===== src/rtl/u_32b_div_seq.sv =====
// u_32b_div_seq: sequential unsigned restoring divider that produces one quotient bit per clock.
// Optional macro U32B_DIV_ZERO_FAST_EN: a zero divisor completes one cycle after accept and raises div_by_zero.

module u_32b_div_seq #(
    parameter int WIDTH = 32
) (
    input  logic             clk,
    input  logic             rst_n,
    input  logic             start,
    input  logic [WIDTH-1:0] dividend,
    input  logic [WIDTH-1:0] divisor,
    output logic             busy,
    output logic             done,
    output logic [WIDTH-1:0] quotient,
    output logic [WIDTH-1:0] remainder,
    output logic             div_by_zero
);

    localparam int CW = $clog2(WIDTH);

    typedef enum logic {
        IDLE = 1'b0,
        RUN  = 1'b1
    } state_t;

    state_t           state, state_n;
    logic [WIDTH-1:0] dvd_q, dvd_n;    // dividend shifts out MSB-first, quotient bits shift in at LSB
    logic [WIDTH-1:0] dvs_q, dvs_n;
    logic [WIDTH-1:0] part_q, part_n;
    logic [CW-1:0]    cnt_q, cnt_n;
    logic             busy_n, done_n, dbz_n;
    logic [WIDTH-1:0] quo_n, rem_n;
`ifdef U32B_DIV_ZERO_FAST_EN
    logic             zero_q, zero_n;
`endif

    // The working remainder is WIDTH+1 bits wide. Its top bit is always zero once a step
    // finishes, so only the lower WIDTH bits are stored between cycles.
    logic [WIDTH:0]   shifted, diff;
    logic             q_bit;
    logic [WIDTH-1:0] step_part, step_dvd;

    always_comb begin
        shifted   = {part_q, dvd_q[WIDTH-1]};
        diff      = shifted - {1'b0, dvs_q};
        q_bit     = ~diff[WIDTH];
        step_part = q_bit ? diff[WIDTH-1:0] : shifted[WIDTH-1:0];
        step_dvd  = {dvd_q[WIDTH-2:0], q_bit};
    end

    always_comb begin
        // NOTE: every next-state signal gets a default first, so no path can leave one unassigned and infer a latch.
        state_n = state;
        dvd_n   = dvd_q;
        dvs_n   = dvs_q;
        part_n  = part_q;
        cnt_n   = cnt_q;
        busy_n  = busy;
        done_n  = 1'b0;
        quo_n   = quotient;
        rem_n   = remainder;
        dbz_n   = div_by_zero;
`ifdef U32B_DIV_ZERO_FAST_EN
        zero_n  = zero_q;
`endif

        case (state)
            IDLE: begin
                if (start) begin
                    state_n = RUN;
                    busy_n  = 1'b1;
                    dvd_n   = dividend;
                    dvs_n   = divisor;
                    part_n  = '0;
                    cnt_n   = '0;
`ifdef U32B_DIV_ZERO_FAST_EN
                    zero_n  = (divisor == '0);
`endif
                end
            end

            RUN: begin
`ifdef U32B_DIV_ZERO_FAST_EN
                if (zero_q) begin
                    state_n = IDLE;
                    busy_n  = 1'b0;
                    done_n  = 1'b1;
                    quo_n   = '1;
                    rem_n   = dvd_q;
                    dbz_n   = 1'b1;
                    zero_n  = 1'b0;
                end else
`endif
                begin
                    dvd_n  = step_dvd;
                    part_n = step_part;
                    cnt_n  = cnt_q + 1'b1;
                    // The final step retires straight into the result registers.
                    if (cnt_q == '1) begin
                        state_n = IDLE;
                        busy_n  = 1'b0;
                        done_n  = 1'b1;
                        quo_n   = step_dvd;
                        rem_n   = step_part;
                        dbz_n   = 1'b0;
                    end
                end
            end

            default: state_n = IDLE;
        endcase
    end

    always_ff @(posedge clk or negedge rst_n) begin
        if (!rst_n) begin
            // NOTE: the datapath is reset along with the control state, so the results read as zero after reset.
            state       <= IDLE;
            dvd_q       <= '0;
            dvs_q       <= '0;
            part_q      <= '0;
            cnt_q       <= '0;
            busy        <= 1'b0;
            done        <= 1'b0;
            quotient    <= '0;
            remainder   <= '0;
            div_by_zero <= 1'b0;
`ifdef U32B_DIV_ZERO_FAST_EN
            zero_q      <= 1'b0;
`endif
        end else begin
            // NOTE: non-blocking assignments keep every register sampling pre-edge values, whatever the statement order.
            state       <= state_n;
            dvd_q       <= dvd_n;
            dvs_q       <= dvs_n;
            part_q      <= part_n;
            cnt_q       <= cnt_n;
            busy        <= busy_n;
            done        <= done_n;
            quotient    <= quo_n;
            remainder   <= rem_n;
            div_by_zero <= dbz_n;
`ifdef U32B_DIV_ZERO_FAST_EN
            zero_q      <= zero_n;
`endif
        end
    end

endmodule

===== config.mk =====
export PLATFORM = sky130hd
export DESIGN_NAME = u_32b_div_seq
export DESIGN_NICKNAME = d
export VERILOG_FILES = /design/src/rtl/u_32b_div_seq.sv
export SDC_FILE = /design/constraint.sdc
export NUM_CORES = 1
export LEC_CHECK = 0
export ABC_AREA = 1
export CORE_ASPECT_RATIO = 2
export CORE_MARGIN = 5
export CORE_UTILIZATION = 60
export CTS_BUF_LIST = sky130_fd_sc_hd__clkbuf_2
export CTS_CLUSTER_SIZE = 40
export DETAILED_ROUTE_END_ITERATION = 6
export GPL_ROUTABILITY_DRIVEN = 0
export PLACE_DENSITY = 0.95
export SETUP_SLACK_MARGIN = 0.2
export SYNTH_ARGS = -nofsm -noshare
export SYNTH_HDL_FRONTEND = slang
export SYNTH_SLANG_ARGS = --single-unit

===== constraint.sdc =====
create_clock -name clk -period 3.26 [get_ports clk]
set_input_delay 0.652 -clock clk [delete_from_list [all_inputs] [get_ports clk]]
set_output_delay 0.652 -clock clk [all_outputs]
set_load 0.02 [all_outputs]

==> PnR_summary.wiki, run 1 <==
{| class="wikitable"
! Metric !! Value
|-
| Average wire per cell in the routed design || between 15 and 20 µm
|-
| Setup TNS || 0 ns
|-
| Number of enable flip-flop cells after synthesis || 0
|-
| Final Instance Area || 0.01132 mm²
|-
| Number of antenna violations at the first check in global routing || 1
|-
| Standard-cell rows || 65
|-
| Pwr Density || 1237 mW/mm²
|-
| Critical path depth in cells || 17
|-
| Headroom to the max-slew limit || 50.09%
|-
| Slowest stage cell, crit path || dfrtp_1
|-
| F_max || 0.3687 GHz
|-
| Total clock buffers created by CTS || 17
|-
| Antenna Violating Nets Remaining || 0
|-
| Insertion delay of the later-clocked pin in the worst-skew pair || 0.78 ns
|-
| Met1 capacity usage during global routing || 30.03%
|-
| Area taken by multi-input logic gates || 0.004337 mm²
|-
| Number of warnings reported in the yosys synthesis log || 0
|-
| Hold slack || 0.3378 ns
|-
| Lkg Pwr || 6.025 nW
|-
| Area fraction of the dominant cell type after synthesis || 44.06%
|-
| Via Count || roughly 9200
|-
| Transition time at the pin with the least slew margin || 0.7487 ns
|-
| Run status || finished with violations
|-
| Cells after DPL || 1632
|-
| Post-detailed-route via-to-cell ratio || 5.507
|-
| Final Instance Count excl. Fillers || 1666
|-
| Buffer and inverter count on the worst path || 1
|-
| Die Ht || 188.3 µm
|-
| Element type at the critical path end || register
|-
| H-tree level count || 4
|-
| Total power || 14.00 mW
|-
| Top-level port count || 134
|-
| Instance area at placement || ~0.011 mm²
|-
| Seq. cell area || 0.004204 mm²
|-
| Sequential element share of the synthesized area || 44.06%
|-
| Required time reported for the critical path endpoint || 3.98 ns
|-
| Setup slack of the critical path after layout || 0.5480 ns
|-
| Met2 global-route usage || 51.32%
|-
| Final Cycle Share || 83.19%
|-
| Sink count of the clock tree || 168
|-
| Maximum resistive drop on vdd || 0.6455 mV
|-
| Net total in the final layout || 1553
|-
| CTS root buffer || clkbuf_2
|-
| Area enclosed by the die boundary || 0.01868 mm²
|-
| Maximum buffer depth of the clock tree || 2
|-
| Mean instance size in the synthesized netlist || roughly 7.2 µm²
|-
| Top Usage Layer GRT || met2
|-
| Wire length of the first global-routing pass || roughly 43 mm
|-
| Area of the core region || 0.01570 mm²
|-
| Cell area after synthesis || 0.009542 mm²
|-
| Ys flop type || dfrtp_1
|-
| Startpoint kind of the worst setup timing path || register
|-
| Clock input transition at the sequential cells of the worst setup and hold paths || 0.32 ns
|-
| Crit Path Category || register to register
|-
| Min Clock Period, post-route || 2.712 ns
|-
| First-pass iteration count of the detailed router || 7
|-
| Layout Skew || 0.06336 ns
|-
| Max stage delay on crit path || 0.46 ns
|-
| Critical register-to-register path endpoint || remainder[29]
|-
| Vias in the first global route || roughly 9400
|-
| Maximum number of pins on one net before global-route repair || between 60 and 70
|-
| Startpoint of the most critical register-to-register path || dvs_q[0]
|-
| Worst setup slack after placement || 0.5541 ns
|-
| Register bit count reported by yosys || 168
|-
| Fraction of final layout cells sized beyond drive strength 1 || 3.893%
|-
| Family with the most delay on the worst path || simple AND/OR/NAND/NOR gates
|-
| Die outline width || ~99 µm
|-
| DRC violation count after routing || 1
|-
| Register-to-register path setup slack || 0.55 ns
|-
| Global routing usage on met3 || 4.409%
|-
| Clock tree from TritonCTS || done
|-
| Unrepaired setup endpoints after global routing || no
|-
| Proportion of register bits with asynchronous set or reset after synthesis || between 90% and 100%
|-
| Fill cell count || 1150
|-
| Dominant cell type by area after synthesis || dfrtp_1
|-
| Final wirelength || 26.19 mm
|-
| Violated checks || DRC
|-
| Post-synthesis to final-layout area growth || 18.65%
|-
| Placed wire-length estimate after detailed placement || 19.25 mm
|-
| Hold Vio Cnt, Final || 0
|-
| Critical Path Most Common Cell || nand2_1
|-
| Initial drt markers || slightly above 600
|-
| Top cells by area, synth || dfrtp_1 (44%), nand2_1 (22%), inv_1 (8.4%)
|-
| Post-Synthesis Cells || 1333
|-
| Yosys cell types || 30
|-
| Most numerous cell in the Yosys netlist || nand2_1
|-
| Biggest fanout along the worst timing path || 34
|-
| Count of maximum capacitance violations || 0
|-
| Final Util || 72.12%
|-
| Setup-violating endpoint count in the final report || 0
|-
| Initial Utilization || 60.79%
|-
| Total global routing track utilization || 28.75%
|-
| Ordered list of cells on the worst path || ha_1 -> fa_1 -> inv_1 -> nand2_1 -> nand2_1 -> nand3_1 -> nand2_1 -> nand2_1 -> nand2_2 -> nand2_2 -> nand2_2 -> nand2_4 -> nand2_8 -> nand2_1 -> nand2_1 -> nand2_1 -> nand2_1
|-
| Number of I/O port buffers || 132
|-
| Final Slew Violations || 0
|-
| Overflow left after global routing || 0
|-
| Synthesized net count || 1435
|-
| Worst EP arrival || ~3.4 ns
|-
| Commonest cells post-synth || nand2_1 (547), inv_1 (213), dfrtp_1 (168)
|-
| Worst Reg2Reg Path Length in Cells || 17
|-
| Path type of the worst min-delay path || input pin to async pin
|}
==> kinds of logic after synthesis <==
| group | after synthesis | share of synthesized area, % |
|---|---|---|
| other cells | 1 | 0.03930 |
| flops | 168 | 44.06 |
| simple gates | 731 | 31.54 |
| fa+ha+maj | 35 | 4.668 |
| compound gates | 121 | 7.684 |
| buf+inv | 262 | 10.63 |
| xor+xnor | 15 | 1.377 |
==> layout make-up <==
type                    instances  area share (%)
repair buffers                146           12.85
clock buffers                  17          0.7515
inverters                     215           7.129
flip-flops and latches        168           37.14
well taps                     201           2.221
clock inverters                15           1.580
multi-input cells             903           38.31
diodes                          1         0.02210
==> layout by cell type, fill, tap and decap left out, types with 10 or more instances in the layout <==
master / Yosys / routed
a21oi_1: 22 / 22
buf_4: 5 / 11
clkbuf_2: 0 / 17
clkdlybuf4s50_1: 0 / 131
dfrtp_1: 168 / 168
ha_1: 34 / 34
inv_1: 213 / 212
nand2_1: 547 / 546
nand3_1: 89 / 89
nand3b_1: 23 / 23
nand4_1: 10 / 10
nor2_1: 49 / 48
o21ai_0: 64 / 64
o221ai_1: 30 / 30
xnor2_1: 13 / 13
==> worst max path at each step <==
stage	from	end	slack [ns]
3_5_place_dp	dvd_q[31]	remainder[26]	0.55
5_1_grt	part_q[15]	remainder[29]	0.34
6_report	dvs_q[0]	remainder[29]	0.55
3_3_place_gp	part_q[15]	remainder[14]	0.64
2_1_floorplan	dvd_q[31]	remainder[10]	1.07
4_1_cts	dvs_q[0]	remainder[29]	0.45
==> sequential cells by signal (all words and copies together) (netlist names) <==
name,flops
busy,1
cnt_q,5
done,1
dvd_q,32
dvs_q,32
part_q,32
quotient,32
remainder,32
state,1
==> worst register-to-register path, cell delays in order, from the launching register on <==
cell and delay [ns]:
dfrtp_1 0.46, ha_1 0.22, fa_1 0.42, inv_1 0.11, nand2_1 0.06, nand2_1 0.07
nand3_1 0.06, nand2_1 0.13, nand2_1 0.08, nand2_2 0.08, nand2_2 0.07, nand2_2 0.08
nand2_4 0.15, nand2_8 0.27, nand2_1 0.14, nand2_1 0.11, nand2_1 0.06, nand2_1 0.09
==> where the power goes <==
part           internal (mW)  switching (mW)  total [mW]
registers               3.07           0.507        3.58
clock network          0.326           0.869        1.20
logic                   3.28            5.95        9.22
total                   6.68            7.32        14.0
==> routing by layer <==
metal | part of all wire (%) | up-vias
met5 | 0 | -
met4 | 6.4 | 0
met3 | 5.8 | 117
met2 | 54 | 375
met1 | 34 | 4302
li1 | - | 4381
==> repair_timing <==
item / CTS / global route
setup endpoints to repair: 0 / 1
buffers inserted: 0 / 0
resized for setup: 0 / 1
hold buffers: 1 / 0
endpoints found under the hold margin: 46 / 0
Power figures use the tool's default switching activity.
==> run 2, diff against run 1 <==
--- a/config.mk
+++ b/config.mk
@@ -8,12 +8,12 @@
 export ABC_AREA = 1
 export CORE_ASPECT_RATIO = 2
 export CORE_MARGIN = 5
-export CORE_UTILIZATION = 60
+export CORE_UTILIZATION = 52
 export CTS_BUF_LIST = sky130_fd_sc_hd__clkbuf_2
 export CTS_CLUSTER_SIZE = 40
 export DETAILED_ROUTE_END_ITERATION = 6
 export GPL_ROUTABILITY_DRIVEN = 0
-export PLACE_DENSITY = 0.95
+export PLACE_DENSITY = 0.88
 export SETUP_SLACK_MARGIN = 0.2
 export SYNTH_ARGS = -nofsm -noshare
 export SYNTH_HDL_FRONTEND = slang
==> constraint.sdc (replaced) <==
create_clock -name clk -period 2.2 [get_ports clk]
set_input_delay 0.44 -clock clk [delete_from_list [all_inputs] [get_ports clk]]
set_output_delay 0.44 -clock clk [all_outputs]
set_load 0.02 [all_outputs]
==> PnR_summary.wiki, run 2 (synthesized netlist as in run 1, its figures left out) <==
{| class="wikitable"
! Metric !! Value
|-
| Headroom to the max-slew limit || 64.25% (+14 points)
|-
| CTS root buffer || clkbuf_2
|-
| H-tree level count || 4 (unchanged)
|-
| Element type at the critical path end || register
|-
| Final Slew Violations || 0 (unchanged)
|-
| Fraction of final layout cells sized beyond drive strength 1 || 20.18% (+16 points)
|-
| Setup slack of the critical path after layout || -0.4560 ns (-1.004 ns)
|-
| Worst setup slack after placement || -0.05667 ns (-0.6108 ns)
|-
| Sink count of the clock tree || 168 (unchanged)
|-
| Required time reported for the critical path endpoint || 2.92 ns (-1.06 ns)
|-
| Post-detailed-route via-to-cell ratio || 5.642 (+2.4%)
|-
| Layout Skew || 0.04688 ns (-0.01647 ns)
|-
| Biggest fanout along the worst timing path || 8 (-76%)
|-
| Placed wire-length estimate after detailed placement || 20.19 mm (+4.9%)
|-
| Hold slack || 0.1100 ns (-0.2278 ns)
|-
| Transition time at the pin with the least slew margin || 0.5363 ns (-0.2124 ns)
|-
| Unrepaired setup endpoints after global routing || yes
|-
| Total clock buffers created by CTS || 17 (unchanged)
|-
| Via Count || 10170 (+11%)
|-
| Buffer and inverter count on the worst path || 2 (+1)
|-
| Vias in the first global route || 10010 (+6.8%)
|-
| Standard-cell rows || 70 (+7.7%)
|-
| Net total in the final layout || 1675 (+7.9%)
|-
| Violated checks || DRC, setup timing
|-
| Top library cells by usage in the layout, fill and taps aside || nand2_1 (504), inv_1 (209), dfrtp_1 (168)
|-
| Overflow left after global routing || 0 (unchanged)
|-
| Count of maximum capacitance violations || 0 (unchanged)
|-
| First-pass iteration count of the detailed router || 7 (unchanged)
|-
| Number of antenna violations at the first check in global routing || 1 (unchanged)
|-
| Family with the most delay on the worst path || simple AND/OR/NAND/NOR gates
|-
| Crit Path Category || register to register
|-
| Worst EP arrival || 3.38 ns (-0.06 ns)
|-
| Die outline width || 105.8 µm (+6.7%)
|-
| Maximum number of pins on one net before global-route repair || 71 (+2.9%)
|-
| Setup TNS || -23.38 ns (-23.38 ns)
|-
| Setup-violating endpoint count in the final report || 66 (+66)
|-
| Total global routing track utilization || 27.51% (-1.2 points)
|-
| Area of the core region || 0.01822 mm² (+16%)
|-
| Startpoint kind of the worst setup timing path || register
|-
| Initial Utilization || 52.38% (-8.4 points)
|-
| Initial drt markers || 1018 (+67%)
|-
| Final Cycle Share || 120.7% (+38 points)
|-
| Final Instance Count excl. Fillers || 1803 (+8.2%)
|-
| Path type of the worst min-delay path || input pin to async pin
|-
| Die Ht || 201.6 µm (+7.0%)
|-
| Cells after DPL || 1731 (+6.1%)
|-
| Insertion delay of the later-clocked pin in the worst-skew pair || 0.82 ns (+0.04 ns)
|-
| Number of I/O port buffers || 132 (unchanged)
|-
| Final wirelength || 31.82 mm (+21%)
|-
| Post-synthesis to final-layout area growth || 30.99%
|-
| Clock tree from TritonCTS || done
|-
| Wire length of the first global-routing pass || 46.98 mm (+9.2%)
|-
| Antenna Violating Nets Remaining || 0 (unchanged)
|-
| Average wire per cell in the routed design || 17.65 µm (+12%)
|-
| Area enclosed by the die boundary || 0.02132 mm² (+14%)
|-
| Top-level port count || 134 (unchanged)
|-
| Maximum buffer depth of the clock tree || 2 (unchanged)
|-
| F_max || 0.3765 GHz (+2.1%)
|-
| Fill cell count || 1370 (+19%)
|-
| Run status || finished with violations
|-
| Most common cell after layout, fill and taps aside || nand2_1
|-
| Clock input transition at the sequential cells of the worst setup and hold paths || 0.29 ns (-0.03 ns)
|-
| Min Clock Period, post-route || 2.656 ns (-0.05598 ns)
|-
| Slowest stage cell, crit path || dfrtp_1
|-
| Hold Vio Cnt, Final || 0 (unchanged)
|-
| Max stage delay on crit path || 0.55 ns (+0.09 ns)
|-
| Ordered list of cells on the worst path || ha_4 -> fa_2 -> inv_2 -> nand2_1 -> nand2_1 -> nand3_1 -> nand2_2 -> nand2_2 -> nand2_2 -> nand2_4 -> nand3_4 -> buf_4 -> nand3_1 -> nand3_2 -> nand2_1
|-
| DRC violation count after routing || 7 (+6)
|}
-- run 2: changes by cell type in the layout (fill, tap and decap cells not counted), moves of 6 or more --
cell             change
clkbuf_2            +37
clkdlybuf4s50_1     -66
nand3_2             +11
nand3_1             -12
nand2_4             +12
nor2_1               -6
buf_12               +8
nand2_1             -42
buf_4              +107
buf_2               +28
nand2_2             +29
-- run 2: cell type report --
type | count | area (µm²) | share of cell area, %
multi-input combinational | 903 | 4692 | 37.54
antenna | 1 | 2.502 | 0.02002
inverter | 215 | 807.0 | 6.457
clock buffer | 18 | 90.09 | 0.7208
tap | 216 | 270.3 | 2.162
sequential | 168 | 4204 | 33.64
timing repair buffer | 268 | 2230 | 17.84
clock inverter | 14 | 202.7 | 1.622
-- run 2: final timing paths --
path,to,cells after the start,slack (ns),from
setup / recovery,remainder[0],15,-0.46,dvs_q[0]
hold / removal,dvd_q[14],2,0.11,rst_n
setup reg to reg,remainder[0],15,-0.46,dvs_q[0]
hold reg to reg,remainder[16],2,0.52,remainder[16]
max in group asynchronous,part_q[30],3,1.47,rst_n
min in group clk,dvs_q[2],3,0.14,divisor[2]
-- run 2: repair_timing --
item                                   4_1_cts  5_1_grt
setup buffers                               22       13
setup endpoints to repair                  132      130
hold buffers                                 1        0
pin swaps                                   12       24
endpoints found under the hold margin      168        0
gates cloned                                 2        1
gates resized for setup                    191      129
-- run 2: layer usage --
metal / wire length [µm] / track usage [%]
met3: 2283 / 4.976
met2: 16380 / 50.55
met5: 0 / 0
met1: 10580 / 27.28
met4: 2577 / 19.13
-- run 2: through the flow --
| stage | utilization (%) | area (µm²) |
|---|---|---|
| 5_1_grt | 68.61 | 12500 |
| 3_5_place_dp | 64.64 | 11780 |
| 6_report | 68.61 | 12500 |
| 4_1_cts | 68.41 | 12460 |
| 2_1_floorplan | - | 9567 |
| 3_3_place_gp | 64.64 | 11780 |
Power of run 2 is not shown: default switching activity piles up to over one toggle a cycle in this logic, so the estimate is an artifact.
==> run 3, diff against run 2 <==
--- a/config.mk
+++ b/config.mk
@@ -6,7 +6,6 @@
 export NUM_CORES = 1
 export LEC_CHECK = 0
 export ABC_AREA = 1
-export CORE_ASPECT_RATIO = 2
 export CORE_MARGIN = 5
 export CORE_UTILIZATION = 52
 export CTS_BUF_LIST = sky130_fd_sc_hd__clkbuf_2
==> PnR_summary.wiki, run 3 (synthesized netlist as in run 1, its figures left out) <==
{| class="wikitable"
! Metric !! Value
|-
| Run status || finished with violations
|-
| Violated checks || setup timing
|-
| Total length of routed met2 wires || 13.53 mm (-17%)
|-
| Number of I/O port buffers || 132 (unchanged)
|-
| Worst Reg2Reg Path Length in Cells || 18 (+3)
|-
| Area taken by multi-input logic gates || 0.004773 mm² (+1.7%)
|-
| Layout Skew || 0.05069 ns (+0.003802 ns)
|-
| Number of antenna violations at the first check in global routing || 1 (unchanged)
|-
| Transition time at the pin with the least slew margin || 0.5615 ns (+0.02518 ns)
|-
| Required time reported for the critical path endpoint || 2.95 ns (+0.03 ns)
|-
| Top library cells by usage in the layout, fill and taps aside || nand2_1 (505), inv_1 (209), dfrtp_1 (168)
|-
| Wire length of the first global-routing pass || 43.12 mm (-8.2%)
|-
| Startpoint of the most critical register-to-register path || dvs_q[0]
|-
| Vias in the first global route || 9233 (-7.8%)
|-
| Unrepaired setup endpoints after global routing || yes
|-
| Post-synthesis to final-layout area growth || 31.51%
|-
| Post-detailed-route via-to-cell ratio || 5.266 (-6.7%)
|-
| Setup slack of the critical path after layout || -0.1798 ns (+0.2762 ns)
|-
| Biggest fanout along the worst timing path || 5 (-3)
|-
| Count of maximum capacitance violations || 0 (unchanged)
|-
| Sink count of the clock tree || 168 (unchanged)
|-
| Area of the core region || 0.01802 mm² (-1.1%)
|-
| Antenna Violating Nets Remaining || 0 (unchanged)
|-
| Total global routing track utilization || 24.20% (-3.3 points)
|-
| Clock tree from TritonCTS || done
|-
| Worst setup slack after placement || -0.1603 ns (-0.1036 ns)
|-
| Net total in the final layout || 1663 (-0.72%)
|-
| Final Cycle Share || 108.2% (-13 points)
|-
| Die Ht || 145.5 µm (-28%)
|-
| Crit Path Category || register to register
|-
| Via Count || 9499 (-6.6%)
|-
| DRC violation count after routing || 0 (-7)
|-
| Initial drt markers || 969 (-4.8%)
|-
| Total clock buffers created by CTS || 17 (unchanged)
|-
| First-pass iteration count of the detailed router || 7 (unchanged)
|-
| Seq. cell area || 0.004204 mm² (unchanged)
|-
| Insertion delay of the later-clocked pin in the worst-skew pair || 0.83 ns (about the same)
|-
| Min Clock Period, post-route || 2.380 ns (-0.2762 ns)
|-
| Final Slew Violations || 0 (unchanged)
|-
| Maximum number of pins on one net before global-route repair || 78 (+9.9%)
|-
| Top-level port count || 134 (unchanged)
|-
| CTS root buffer || clkbuf_2
|-
| Overflow left after global routing || 0 (unchanged)
|-
| F_max || 0.4202 GHz (+12%)
|-
| Clock input transition at the sequential cells of the worst setup and hold paths || 0.32 ns (+0.03 ns)
|-
| Worst EP arrival || 3.13 ns (-0.25 ns)
|-
| Path type of the worst min-delay path || input pin to async pin
|-
| Element type at the critical path end || register
|-
| Final Util || 69.62% (+1.0 points)
|-
| Final wirelength || 27.46 mm (-14%)
|-
| Register-to-register path setup slack || -0.18 ns (+0.28 ns)
|-
| Standard-cell rows || 49 (-30%)
|-
| Uppermost signal routing layer after detailed routing || met4
|-
| Most common cell after layout, fill and taps aside || nand2_1
|-
| Initial Utilization || 52.94% (+0.56 points)
|-
| Headroom to the max-slew limit || 62.57% (-1.7 points)
|-
| Met3 wire length || 2.019 mm (-12%)
|-
| Average wire per cell in the routed design || 15.22 µm (-14%)
|-
| Startpoint kind of the worst setup timing path || register
|-
| Area enclosed by the die boundary || 0.02116 mm² (-0.77%)
|-
| H-tree level count || 4 (unchanged)
|-
| Setup-violating endpoint count in the final report || 66 (unchanged)
|-
| Detailed-routing wirelength on met1 || 11.13 mm (+5.2%)
|-
| Die outline width || 145.5 µm (+38%)
|-
| Hold Vio Cnt, Final || 0 (unchanged)
|-
| Critical register-to-register path endpoint || remainder[30]
|-
| Maximum buffer depth of the clock tree || 2 (unchanged)
|-
| Placed wire-length estimate after detailed placement || 18.71 mm (-7.3%)
|-
| Fill cell count || 1382 (+0.88%)
|-
| Fraction of final layout cells sized beyond drive strength 1 || 20.58% (+0.41 points)
|}
[run 3: cell types whose count changed in the layout (fill, tap and decap cells not counted), moves of 3 or more]
cell / before / now
clkbuf_2: 54 / 17
buf_2: 28 / 54
nand3_1: 77 / 61
nand3_2: 12 / 28
buf_4: 118 / 108
buf_6: 4 / 14
clkinv_8: 1 / 8
a21oi_1: 17 / 20
a21oi_2: 5 / 2
bufinv_16: 3 / 0
inv_6: 4 / 1
[run 3: per-layer routing]
layer	global-route usage, %	vias to the layer above
li1	-	4597
met1	31.35	4400
met2	40.45	421
met3	5.201	81
met4	8.209	0
met5	0	-
[run 3: cell type report]
cell class                 instances  area share [%]
clock inverter                    15           1.705
clock buffer                      17          0.6780
sequential                       168           33.50
timing repair buffer             256           17.34
inverter                         215           6.431
tap                              229           2.283
antenna                            1         0.01994
multi-input combinational        903           38.04
[run 3: critical path, cell delays in order (launching register included)]
cell and delay [ns]:
dfrtp_1 0.49, ha_4 0.19, fa_2 0.38, inv_2 0.07
nand2_1 0.04, nand2_1 0.06, nand3_1 0.08, nand2_2 0.09
nand2_2 0.07, nand2_4 0.08, nand2_4 0.07, nand2_4 0.09
nand2_8 0.08, nand2_8 0.12, clkbuf_16 0.17, nand2_4 0.04
nand2_2 0.07, nand2_1 0.05, nand2_1 0.07
[run 3: how the worst max path moves through the flow]
| stage | endpoint | cells after the start | from | slack (ns) |
|---|---|---|---|---|
| global route | part_q[6] | 15 | part_q[14] | -0.33 |
| finish | remainder[30] | 18 | dvs_q[0] | -0.18 |
| global placement | remainder[17] | 13 | part_q[14] | -0.03 |
| detailed placement | remainder[4] | 13 | dvs_q[19] | -0.16 |
| floorplan | part_q[20] | 18 | dvd_q[31] | 0.11 |
| CTS | remainder[29] | 17 | dvs_q[0] | -0.10 |
[run 3: repair_timing]
action | in CTS | in global routing
hold endpoints to repair | 168 | 0
gates resized for setup | 265 | 131
cloned | 0 | 3
pin swaps | 2 | 19
hold buffers | 1 | 0
setup endpoints to repair | 132 | 85
setup buffers | 19 | 11
[run 3: through the flow]
| step | area [µm²] | setup TNS (ns) | std cells | hold slack, ns |
|---|---|---|---|---|
| after floorplan | 9567 | 0 | 1333 | 0.1444 |
| after global placement | 11740 | -0.1409 | 1737 | 0.4458 |
| after detailed placement | 11740 | -7.033 | 1737 | 0.4522 |
| after CTS | 11950 | -3.335 | 1789 | 0.05737 |
| after global routing | 12550 | -18.24 | 1804 | 0.06090 |
| final | 12550 | -8.480 | 1804 | 0.09492 |
Power of run 3 is left out for the same reason.
==> RTL edit 1 (settings of run 2) <==
Add a define of `U32B_DIV_ZERO_FAST_EN`.
--- a/src/rtl/u_32b_div_seq.sv
+++ b/src/rtl/u_32b_div_seq.sv
@@ -1,4 +1,6 @@
 // u_32b_div_seq: sequential unsigned restoring divider that produces one quotient bit per clock.
 // Optional macro U32B_DIV_ZERO_FAST_EN: a zero divisor completes one cycle after accept and raises div_by_zero.
+
+`define U32B_DIV_ZERO_FAST_EN
 
 module u_32b_div_seq #(
Formal check against the unedited RTL: not equivalent (Yosys sat finds a counterexample within 4 cycles, from zero or initial values and one cycle with rst_n low).
==> RTL edit 1 against run 2 <==
- die area up 3.5%
- via count up 17%
- sequential cell count up 2
- critical path depth down 1
- final area up 8.7%
- synthesized area up 3.8%
- synthesized cell count up 2.6%
- clock skew up 22 ps
- setup slack worse by 61 ps
- maximum frequency down 2.3%
- largest cell class unchanged
- final cell count up 6.4%
- the flow still finishes with violations (design-rule violations, negative setup slack)
- routed wire length up 29%
Power is left out: the tool's default activity adds up to more than one toggle a clock period on the data nets, which glitch-free logic cannot reach.
==> RTL edit 1: results (changes against run 2) <==
- The global routing met2 resource utilization is 0.5358 (was 0.5055).
- The setup TNS is -22900 ps (was -23380 ps).
- The pin count of the biggest net entering global routing is 64 (was 71).
- The placed instance area is 0.01230 mm² (was 0.01178 mm²).
- The number of global-route vias before repair is 10920 (was 10010).
- The latest clock arrival within the worst-skew pair is 860 ps (was 820 ps).
- The total wire length after detailed routing came to 41170 µm (was 31820 µm).
- The combined global-route utilization of all metal layers is 0.3147 (was 0.2751).
- The routed via count divided by cell count is 6.212 (was 5.642).
- Status: complete, but fails checks (unchanged).
- The initial antenna violation count came to 2 (was 1).
- The register clock-pin slew on the reported worst setup and hold paths is 320 ps (was 290 ps).
- The post-route non-filler standard cell count is 1919 (was 1803).
- The number of distinct standard cells referenced by the synthesized netlist is 43 (was 30).
- The met1 track demand over resource in global routing came to 0.3257 (was 0.2728).
- The average footprint of a synthesized cell came to 7.240 µm² (was 7.158 µm²).
- The max-slew headroom at the worst pin is 0.4982 (was 0.6425).
- The number of failing setup endpoints in the final timing report was 66 (unchanged).
- The number of cells after detailed placement is 1821 (was 1731).
- Violated checks: design-rule violations, negative setup slack (unchanged).
- The count of unresolved DRC violations after routing is 141 (was 7).
- Synth cell count leaders: nand2_1 (448), inv_1 (186), dfrtp_1 (170) (was nand2_1 (547), inv_1 (213), dfrtp_1 (168)).
- The setup slack after placement is -335.2 ps (was -56.67 ps).
- The top layer used by detailed routing is met5 (was met4).
- The final critical-path setup slack is -517.5 ps (was -456.0 ps).
[RTL edit 1: cells by family (layout without fill, tap and decap cells)]
group,count (synthesis),after routing,share of synthesized area
xor+xnor,11,11,0.009727
buf+inv,244,533,0.09714
fa+ha+maj,35,35,0.04497
compound gates,195,195,0.1169
other cells,0,1,0
simple gates,713,719,0.3018
flops,170,170,0.4295
[RTL edit 1: worst max-delay path: stages, from the launching register on]
cell and delay, ps:
dfrtp_2 530, ha_4 290, nand2_2 100, nor2_4 140
nand2_2 80, nor3b_4 290, buf_6 180, nand2_8 90
nand2_8 140, buf_12 130, nand2_8 80, nand3_1 210
nand2_2 100, nand2_1 100, nand2_1 110
[RTL edit 1: timing repair]
| item | CTS | global route |
|---|---|---|
| cloned | 5 | 1 |
| gates resized for setup | 207 | 188 |
| hold buffers | 1 | 0 |
| hold endpoints to repair | 59 | 0 |
| setup endpoints to repair | 157 | 162 |
| buffers inserted | 33 | 26 |
| pin swaps | 27 | 23 |
[RTL edit 1: layout make-up]
class	instances	area [µm²]	area share
clock buffers	18	90.09	0.006630
multi-input cells	960	5610	0.4129
clock inverters	13	120.1	0.008841
diodes	1	2.502	0.0001842
flip-flops and latches	170	4255	0.3132
repair buffers	310	2466	0.1815
well taps	255	319.1	0.02348
inverters	192	723.2	0.05323
[RTL edit 1: path summary, 6_finish.rpt]
kind	startpoint	end	slack (ps)	cells past startpoint
min in group asynchronous	rst_n	part_q[4]	150	2
max in group asynchronous	rst_n	dvd_q[25]	1330	3
max	part_q[17]	part_q[10]	-520	14
min	dividend[4]	dvd_q[4]	140	3
max reg2reg	part_q[17]	part_q[10]	-520	14
min reg2reg	dvs_q[30]	dvs_q[30]	520	2
==> RTL edit 2 (settings of run 2) <==
Without the edit above. Make the reset (`rst_n`) synchronous in one clocked block.
--- a/src/rtl/u_32b_div_seq.sv
+++ b/src/rtl/u_32b_div_seq.sv
@@ -112,5 +112,5 @@
     end
 
-    always_ff @(posedge clk or negedge rst_n) begin
+    always_ff @(posedge clk) begin
         if (!rst_n) begin
             // NOTE: the datapath is reset along with the control state, so the results read as zero after reset.
Behaviour: differs if rst_n is asserted again (counterexample within 4 cycles, from zero or initial values and one cycle with rst_n low); with rst_n held inactive, the same outputs for 10 cycles.
==> RTL edit 2 against run 2 <==
- the run ends with negative setup slack left
- sequential cell count unchanged
- clock skew up 12 ps
- via count down 1.3%
- non-clock buffer count down 52
- critical path type unchanged
- largest cell class unchanged
- synthesized area down 4.0%
- synthesized cell count up 7.7%
- setup slack better by 230 ps
- final area down 3.7%
- routed wire length down 5.8%
==> RTL edit 2: results (changes against run 2) <==
- Status: complete, but fails checks (unchanged).
- Violated checks: negative setup slack (was design-rule violations, negative setup slack).
- The final critical-path setup slack is -229.8 ps (was -456.0 ps).
- The routed via count divided by cell count was 5.450 (was 5.642).
- The critical-path cell with the highest stage delay is dfxtp_1 (was dfrtp_1).
- The worst reg2reg path depth is 16 (was 15).
- The setup TNS is -8266 ps (was -23380 ps).
- The starting DRC count in detailed routing is 805 (was 1018).
- The transition at the pin with the smallest max-transition slack is 689.2 ps (was 536.3 ps).
- The worst clock skew is 59.02 ps (was 46.88 ps).
- The number of distinct standard cells referenced by the synthesized netlist came to 36 (was 30).
- The arrival time reported for the critical path endpoint came to 3130 ps (was 3380 ps).
- The number of nets produced by synthesis was 1538 (was 1435).
- The first-pass GRT wire length is 45200 µm (was 46980 µm).
- Top post-synthesis cells by area: dfxtp_1 (37%), nand2_1 (22%), inv_1 (9.9%) (was dfrtp_1 (44%), nand2_1 (22%), inv_1 (8.4%)).
- The number of nets in the finished design is 1720 (was 1675).
- The primary flip-flop cell chosen by synthesis mapping is dfxtp_1 (was dfrtp_1).
- The sequential cell area fraction in the yosys report came to 0.3672 (was 0.4406).
- The maximum cell stage delay along the critical path is 360 ps (was 550 ps).
- The routed length per instance is 16.27 µm (was 17.65 µm).
- The count of instances resized after the clock tree is built was 157 (was 191).
- The half-perimeter wire length after detailed placement is 19880 µm (was 20190 µm).
- The latest clock arrival within the worst-skew pair is 780 ps (was 820 ps).
- The pin count of the biggest net entering global routing was 66 (was 71).
- The end of the worst register-to-register path is part_q[26] (was remainder[0]).
- The number of failing setup endpoints in the final timing report is 66 (unchanged).
- The launching point of the worst reg2reg path was dvs_q[25] (was dvs_q[0]).
- The class of the most critical hold timing path is in2reg (was in2async).
- The number of search-and-repair iterations in the first detailed-routing pass was 6 (was 7).
- The post-CTS setup-driven buffer insertion count is 9 (was 22).
- The number of global-route vias before repair is 9892 (was 10010).
- The placed instance area is 0.01113 mm² (was 0.01178 mm²).
- The async set-or-reset flop fraction in the synthesized netlist is 0 (was 1.000).
- The combined global-route utilization of all metal layers was 0.2682 (was 0.2751).
RTL edit 2: tightest hold or removal path, cell delays in order:
cell,delay [ps]
clkdlybuf4s50_1,400
o21ai_0,160
a21oi_1,50
RTL edit 2: per-stage QoR:
stage          hold slack [ps]  setup WS (ps)  std cells    util
6_report                 257.4         -229.8       1842  0.6968
5_1_grt                  184.0         -392.0       1842  0.6968
4_1_cts                  173.7         -93.28       1824  0.6755
3_5_place_dp             440.4         -212.0       1780  0.6442
3_3_place_gp             438.9         -150.2       1780  0.6442
2_1_floorplan            428.4          124.9       1436       -
RTL edit 2: metal layers:
layer | share of wire | GRT usage | wire length, µm | vias to the layer above
li1 | - | - | - | 4809
met1 | 0.33 | 0.2455 | 10010 | 4520
met2 | 0.52 | 0.5114 | 15640 | 519
met3 | 0.069 | 0.05921 | 2074 | 191
met4 | 0.075 | 0.1892 | 2240 | 0
met5 | 0 | 0 | 0 | -
RTL edit 2: logic make-up after synthesis:
kind of cell / Yosys count / synth area share
compound gates: 172 / 0.1046
xor+xnor: 15 / 0.01434
fa+ha+maj: 35 / 0.04863
buf+inv: 303 / 0.1270
flops: 168 / 0.3672
other cells: 1 / 0.0004094
simple gates: 742 / 0.3377
RTL edit 2: area by class of cell:
| type | instances | area, µm² | area share |
|---|---|---|---|
| inverter | 246 | 927.1 | 0.07703 |
| antenna | 1 | 2.502 | 0.0002079 |
| timing repair buffer | 216 | 1884 | 0.1566 |
| sequential | 168 | 3382 | 0.2810 |
| clock inverter | 15 | 190.2 | 0.01580 |
| tap | 210 | 262.8 | 0.02183 |
| multi-input combinational | 968 | 5294 | 0.4399 |
| timing repair inverter | 1 | 7.507 | 0.0006238 |
| clock buffer | 17 | 85.08 | 0.007069 |
